==> config.mk <==
export PLATFORM = sky130hd
export DESIGN_NAME = mem_port_arbiter
export DESIGN_NICKNAME = d
export VERILOG_FILES = /design/src/rtl/mem_port_arbiter.sv
export SDC_FILE = /design/constraint.sdc
export NUM_CORES = 1
export LEC_CHECK = 0
export ABC_AREA = 1
export BUFFER_PORTS_ARGS = -buffer_cell sky130_fd_sc_hd__buf_2
export CAP_MARGIN = 25
export CORE_ASPECT_RATIO = 0.9
export CORE_UTILIZATION = 40
export DETAILED_ROUTE_END_ITERATION = 10
export GPL_TIMING_DRIVEN = 1
export HOLD_SLACK_MARGIN = 0.08
export MAX_ROUTING_LAYER = met4
export PLACE_DENSITY = 0.73
export SYNTH_ARGS = -nofsm -noshare
export SYNTH_HDL_FRONTEND = slang
export SYNTH_SLANG_ARGS = --single-unit
export TNS_END_PERCENT = 5
==> constraint.sdc <==
create_clock -name clk -period 1.5 [get_ports clk]
set_clock_uncertainty 0.05 [all_clocks]
set_input_delay 0.15 -clock clk [delete_from_list [all_inputs] [get_ports clk]]
set_output_delay 0.15 -clock clk [all_outputs]
set_load 0.05 [all_outputs]
==> src/rtl/mem_port_arbiter.sv <==
// mem_port_arbiter: shares one memory port between instruction fetch and
// data access. Data has priority; after MAX_D_STREAK data grants while fetch
// waits, fetch is forced through. Optional watchdog (MEM_ARB_WATCHDOG_EN)
// aborts an access that never receives mem_ack, returns a safe response and
// raises a sticky err.
module mem_port_arbiter #(
    parameter int MAX_D_STREAK = 4,
    parameter int TIMEOUT      = 255
) (
    input  logic        clk,
    input  logic        rst,
    input  logic        i_req,
    input  logic [31:0] i_addr,
    input  logic        i_kill,
    output logic [31:0] i_rdata,
    output logic        i_valid,
    output logic        stall_f,
    input  logic        d_req,
    input  logic        d_we,
    input  logic [31:0] d_addr,
    input  logic [31:0] d_wdata,
    input  logic [3:0]  d_be,
    output logic [31:0] d_rdata,
    output logic        d_valid,
    output logic        stall_m,
    output logic        mem_req,
    output logic        mem_we,
    output logic [31:0] mem_addr,
    output logic [31:0] mem_wdata,
    output logic [3:0]  mem_be,
    input  logic [31:0] mem_rdata,
    input  logic        mem_ack,
    output logic        err
);

    localparam int STREAK_W = $clog2(MAX_D_STREAK + 1);
    localparam logic [STREAK_W-1:0] STREAK_MAX = STREAK_W'(MAX_D_STREAK);
    localparam logic [31:0] NOP_INSN = 32'h0000_0013;

    // Reject parameter values the arbitration and watchdog cannot honour.
    if (MAX_D_STREAK < 1) begin : g_bad_streak
        $error("MAX_D_STREAK must be >= 1");
    end
    if (TIMEOUT < 1) begin : g_bad_timeout
        $error("TIMEOUT must be >= 1");
    end

    typedef enum logic [1:0] {
        IDLE   = 2'd0,
        BUSY_I = 2'd1,
        BUSY_D = 2'd2,
        RESP   = 2'd3
    } state_t;

    state_t                state_r;
    logic [STREAK_W-1:0]   d_streak_r;
    logic                  discard_r;
    logic                  i_valid_r;
    logic                  starve_s;
    logic                  grant_i_s;
    logic                  grant_d_s;
    logic                  timeout_s;
    logic                  busy_s;

    assign starve_s = (d_streak_r == STREAK_MAX);
    assign busy_s   = (state_r == BUSY_I) || (state_r == BUSY_D);

    // A kill seen in the response cycle still hides the fetch completion.
    assign i_valid = i_valid_r & ~i_kill;
    assign stall_f = i_req & ~i_valid;
    assign stall_m = d_req & ~d_valid;

`ifdef MEM_ARB_WATCHDOG_EN
    localparam int WD_W = $clog2(TIMEOUT + 1);
    localparam logic [WD_W-1:0] WD_LAST = WD_W'(TIMEOUT - 1);

    logic [WD_W-1:0] wd_cnt_r;
    logic            err_r;

    assign timeout_s = busy_s && (wd_cnt_r == WD_LAST);
    assign err       = err_r;

    // Count busy cycles; restart from zero whenever the port is idle.
    always_ff @(posedge clk) begin
        if (rst) begin
            wd_cnt_r <= {WD_W{1'b0}};
        end else if (!busy_s) begin
            wd_cnt_r <= {WD_W{1'b0}};
        end else if (!timeout_s) begin
            wd_cnt_r <= wd_cnt_r + WD_W'(1);
        end else begin
            wd_cnt_r <= wd_cnt_r;
        end
    end

    // Sticky error once an access is abandoned for lack of mem_ack.
    always_ff @(posedge clk) begin
        if (rst) begin
            err_r <= 1'b0;
        end else if (timeout_s && !mem_ack) begin
            err_r <= 1'b1;
        end else begin
            err_r <= err_r;
        end
    end
`else
    assign timeout_s = 1'b0;
    assign err       = 1'b0;
`endif

    // Pick the requester to grant from IDLE: data first unless fetch is starved.
    always_comb begin
        grant_i_s = 1'b0;
        grant_d_s = 1'b0;
        if (state_r == IDLE) begin
            if (i_req && !i_kill && (!d_req || starve_s)) begin
                grant_i_s = 1'b1;
            end else if (d_req) begin
                grant_d_s = 1'b1;
            end else begin
                grant_i_s = 1'b0;
                grant_d_s = 1'b0;
            end
        end else begin
            grant_i_s = 1'b0;
            grant_d_s = 1'b0;
        end
    end

    // Arbitration FSM with registered memory-side and response outputs.
    always_ff @(posedge clk) begin
        if (rst) begin
            state_r    <= IDLE;
            d_streak_r <= {STREAK_W{1'b0}};
            discard_r  <= 1'b0;
            i_valid_r  <= 1'b0;
            d_valid    <= 1'b0;
            i_rdata    <= 32'h0;
            d_rdata    <= 32'h0;
            mem_req    <= 1'b0;
            mem_we     <= 1'b0;
            mem_addr   <= 32'h0;
            mem_wdata  <= 32'h0;
            mem_be     <= 4'h0;
        end else begin
            case (state_r)
                IDLE: begin
                    i_valid_r <= 1'b0;
                    d_valid   <= 1'b0;
                    discard_r <= 1'b0;
                    if (grant_i_s) begin
                        state_r    <= BUSY_I;
                        mem_req    <= 1'b1;
                        mem_we     <= 1'b0;
                        mem_addr   <= i_addr;
                        mem_wdata  <= 32'h0;
                        mem_be     <= 4'hF;
                        d_streak_r <= {STREAK_W{1'b0}};
                    end else if (grant_d_s) begin
                        state_r   <= BUSY_D;
                        mem_req   <= 1'b1;
                        mem_we    <= d_we;
                        mem_addr  <= d_addr;
                        mem_wdata <= d_wdata;
                        mem_be    <= d_be;
                        if (i_req && !starve_s) begin
                            d_streak_r <= d_streak_r + STREAK_W'(1);
                        end else begin
                            d_streak_r <= d_streak_r;
                        end
                    end else begin
                        state_r <= IDLE;
                    end
                end
                BUSY_I: begin
                    if (i_kill) begin
                        discard_r <= 1'b1;
                    end else begin
                        discard_r <= discard_r;
                    end
                    if (mem_ack) begin
                        state_r   <= RESP;
                        mem_req   <= 1'b0;
                        i_rdata   <= mem_rdata;
                        i_valid_r <= ~(discard_r | i_kill);
                    end else if (timeout_s) begin
                        state_r   <= RESP;
                        mem_req   <= 1'b0;
                        i_rdata   <= NOP_INSN;
                        i_valid_r <= ~(discard_r | i_kill);
                    end else begin
                        state_r <= BUSY_I;
                    end
                end
                BUSY_D: begin
                    if (mem_ack) begin
                        state_r <= RESP;
                        mem_req <= 1'b0;
                        d_valid <= 1'b1;
                        if (!mem_we) begin
                            d_rdata <= mem_rdata;
                        end else begin
                            d_rdata <= d_rdata;
                        end
                    end else if (timeout_s) begin
                        state_r <= RESP;
                        mem_req <= 1'b0;
                        d_valid <= 1'b1;
                        if (!mem_we) begin
                            d_rdata <= 32'h0;
                        end else begin
                            d_rdata <= d_rdata;
                        end
                    end else begin
                        state_r <= BUSY_D;
                    end
                end
                RESP: begin
                    i_valid_r <= 1'b0;
                    d_valid   <= 1'b0;
                    discard_r <= 1'b0;
                    state_r   <= IDLE;
                end
                default: begin
                    state_r   <= IDLE;
                    mem_req   <= 1'b0;
                    i_valid_r <= 1'b0;
                    d_valid   <= 1'b0;
                    discard_r <= 1'b0;
                end
            endcase
        end
    end

endmodule

==> out/summary.txt <==
run status - complete, but fails checks
failing checks - setup timing
yosys warns - 0
Placeable Area - 14200 um2
RSZ-0062 raised after global routing - yes
M1 wire length - 8790 um
CTS root buf - clkbuf_16
cell leakage power - 4.91 nW
synth unique cells - 26
vias in the first global route - 6828
worst endpoint data arrival time - 1.88 ns
FF-to-FF path depth - 10
Vert. Die Dim - 117 um
synthesis-to-finish area growth - 73.0%
CP delay by family, top - simple AND/OR/NAND/NOR gates
Ports - 278
Buffers on Ports - 276
worst slew pin tran - 0.512 ns
Setup crit end kind - flip-flop
drt pass-1 iters - 5
Gate Count Post-Synth - 802
CTS HTree Levels - 4
Slowest-stage cell, CP - dfxtp_2
Worst slew margin - 0.658
syn nets - 947
flops & latches, synth - 142
Detailed Route Iter0 Violations - 524
worst skew pair latency - 0.41 ns
min Tclk post-route - 1.58 ns
leading area contributor after synthesis - dfxtp_1
Max-cap violations - 0
Initial Util - 0.412
WL met2 - 11300 um
Setup CP Type - reg -> reg
Hold Vio Cnt, Final - 0
grt ovf - 0
sequential fraction of the synthesis area - 0.487
final count of negative-setup-slack endpoints - 28
cell area after synthesis - 5840 um2
top-area cell type share of the netlist area - 0.487
syn_area_per_cell - 7.28 um2
met3 wire len - 1750 um
clk sinks - 142
Die ar. - 15100 um2
final max-slew violation count - 0
antenna cell count - 0
Clock transition at path regs - 0.06 ns
CP required - 1.80 ns
cells along the critical path - inv_2 -> ha_4 -> nand2_4 -> nand2_4 -> nand3_4 -> buf_6 -> buf_16 -> nand3b_1 -> nand2_1 -> nor2_2
CP max FO - 13
CTS Buf Count - 17
DP Wirelength - 11700 um
worst vdd rail ir drop - 0.825 mV
CP Launch Point - d_streak_r[0]$_SDFFE_PP0P_
# fillers - 1053
first-pass GRT wire length - 32800 um
Vias/cell - 5.06
hold path depth - 5
uppermost layer routed - met4
R2R Path Start - d_streak_r[0]$_SDFFE_PP0P_
startpoint types - flip-flop
largest cells by area after synthesis - dfxtp_1 49%, nor2_1 13%, nand2_1 9.4%, o21ai_0 5.7%, nand3b_1 4.1%
Vias - 7186
power density cells - 1130 nW/um2
share of cells above drive strength 1 - 0.347
Max Fclk - 0.632 GHz
final WL - 22700 um
DRT antenna net count - 0
Buf+Inv Stages, Crit Path - 3
Worst Hold Launch - i_addr[3]
class of the worst hold path - in -> reg
Wirelength per Cell - 16.0 um
TritonCTS clock tree - yes
fin crit share - 1.05
Setup WS post-layout - -0.0825 ns
Final GP Congestion - 0.816
Overall Global Routing Usage - 0.288
Crit path top cell by count - nand2_4
Die X - 129 um
DRC Markers - 0
CP max stage delay - 0.32 ns
largest net degree at the start of global routing - 42
DP Worst Slack - -0.0557 ns
total power - 11.4 mW
Nets - 1359
antenna violations before repair - 0
critical path depth in cells - 10
# rows - 41
Clock Tree Buf Depth - 2
[per-stage QoR]
stage                     std cells  TNS (ns)   util  instance area [um2]  hold WS [ns]
after CTS                      1413    -0.325  0.687                 9730        0.0880
after floorplan                 802    -0.930      -                 5850         0.235
final                          1420     -1.15  0.714                10100         0.101
after global routing           1420     -4.53  0.714                10100         0.122
after detailed placement       1241     -1.98  0.537                 7610         0.340
after global placement         1241   -0.0132  0.537                 7610         0.335
[worst reg2reg max path: cells and delay by family (launching register included)]
| family | cells | cell delay, ns |
|---|---|---|
| flip-flops | 1 | 0.32 |
| adder cells (fa/ha/maj) | 1 | 0.14 |
| AND/OR/NAND/NOR | 6 | 0.60 |
| buffers and inverters | 3 | 0.39 |
[worst paths after layout]
check                           slack [ns]                         to
worst min-delay path                  0.10   mem_addr[3]$_SDFFE_PP0P_
worst max register to register       -0.08  mem_addr[23]$_SDFFE_PP0P_
worst max-delay path                 -0.08  mem_addr[23]$_SDFFE_PP0P_
worst min register to register        0.42    i_rdata[4]$_SDFFE_PP0P_
[sequential cells by signal (all words and copies together) (netlist names)]
name	count
d_rdata	32
i_rdata	32
mem_addr	32
mem_wdata	32
mem_be	4
d_streak_r	3
state_r	2
d_valid	1
discard_r	1
i_valid_r	1
mem_req	1
mem_we	1
[power by group]
group          internal [mW]  switching, mW
logic                   1.04           1.83
clock network           2.65           1.74
registers               4.02          0.122
[synth_stat cells]
| cell type | instances |
|---|---|
| buf_6 | 1 |
| ha_1 | 6 |
| buf_2 | 12 |
| nand4_1 | 32 |
| nand3_2 | 1 |
| a21oi_2 | 1 |
| nor2_1 | 205 |
| o21bai_1 | 1 |
| nand2_2 | 2 |
| conb_1 | 1 |
| buf_4 | 3 |
| o21ai_0 | 67 |
| nand2_1 | 146 |
| nor2_4 | 1 |
| nand3b_1 | 32 |
| nand3_1 | 37 |
| buf_1 | 13 |
| xor2_1 | 1 |
| a31oi_1 | 4 |
| nor3_1 | 2 |
| inv_1 | 15 |
| dfxtp_1 | 142 |
| inv_2 | 1 |
| o211ai_1 | 1 |
| clkbuf_1 | 33 |
| a21oi_1 | 42 |
[cell families after synthesis]
group / synth area share
buffers and inverters: 0.0559
DFF: 0.487
and+or+nand+nor: 0.340
AOI/OAI and AO/OA: 0.102
other: 0.000642
xor gates and xnor gates: 0.00150
adders and majority gates: 0.0129
[per-layer routing]
metal,up-vias,global-route usage
met1,3251,0.321
li1,3445,-
met2,404,0.477
met3,86,0.0705
met4,0,0.153
met5,-,-
[cells in the final DEF, fill, tap and decap left out, types with 19 or more instances in the layout]
master and n:
buf_2 274, nor2_1 186, dfxtp_1 138, nand2_1 134, dlygate4sd3_1 133, o21ai_0 64
nand3b_1 32, nand4_1 32, a21oi_1 32, nand3_1 26, clkbuf_16 23, buf_4 19
[cell type report]
class / instances / area [um2] / share of cell area
repair buffers: 455 / 3420 / 0.339
multi-input cells: 582 / 2920 / 0.289
flip-flops and latches: 142 / 2850 / 0.282
clock buffers: 17 / 425 / 0.0421
well taps: 193 / 241 / 0.0239
clock inverters: 15 / 186 / 0.0185
inverters: 16 / 62.6 / 0.00619
[repair_timing]
| item | CTS | global route |
|---|---|---|
| endpoints found under the hold margin | 136 | 0 |
| gates resized for setup | 20 | 69 |
| gates cloned | 3 | 6 |
| pin swaps | 7 | 21 |
| hold buffers | 133 | 0 |
| endpoints found under the setup margin | 69 | 108 |
| buffers inserted | 4 | 2 |
Note: power is estimated with default switching activity, not from simulation.
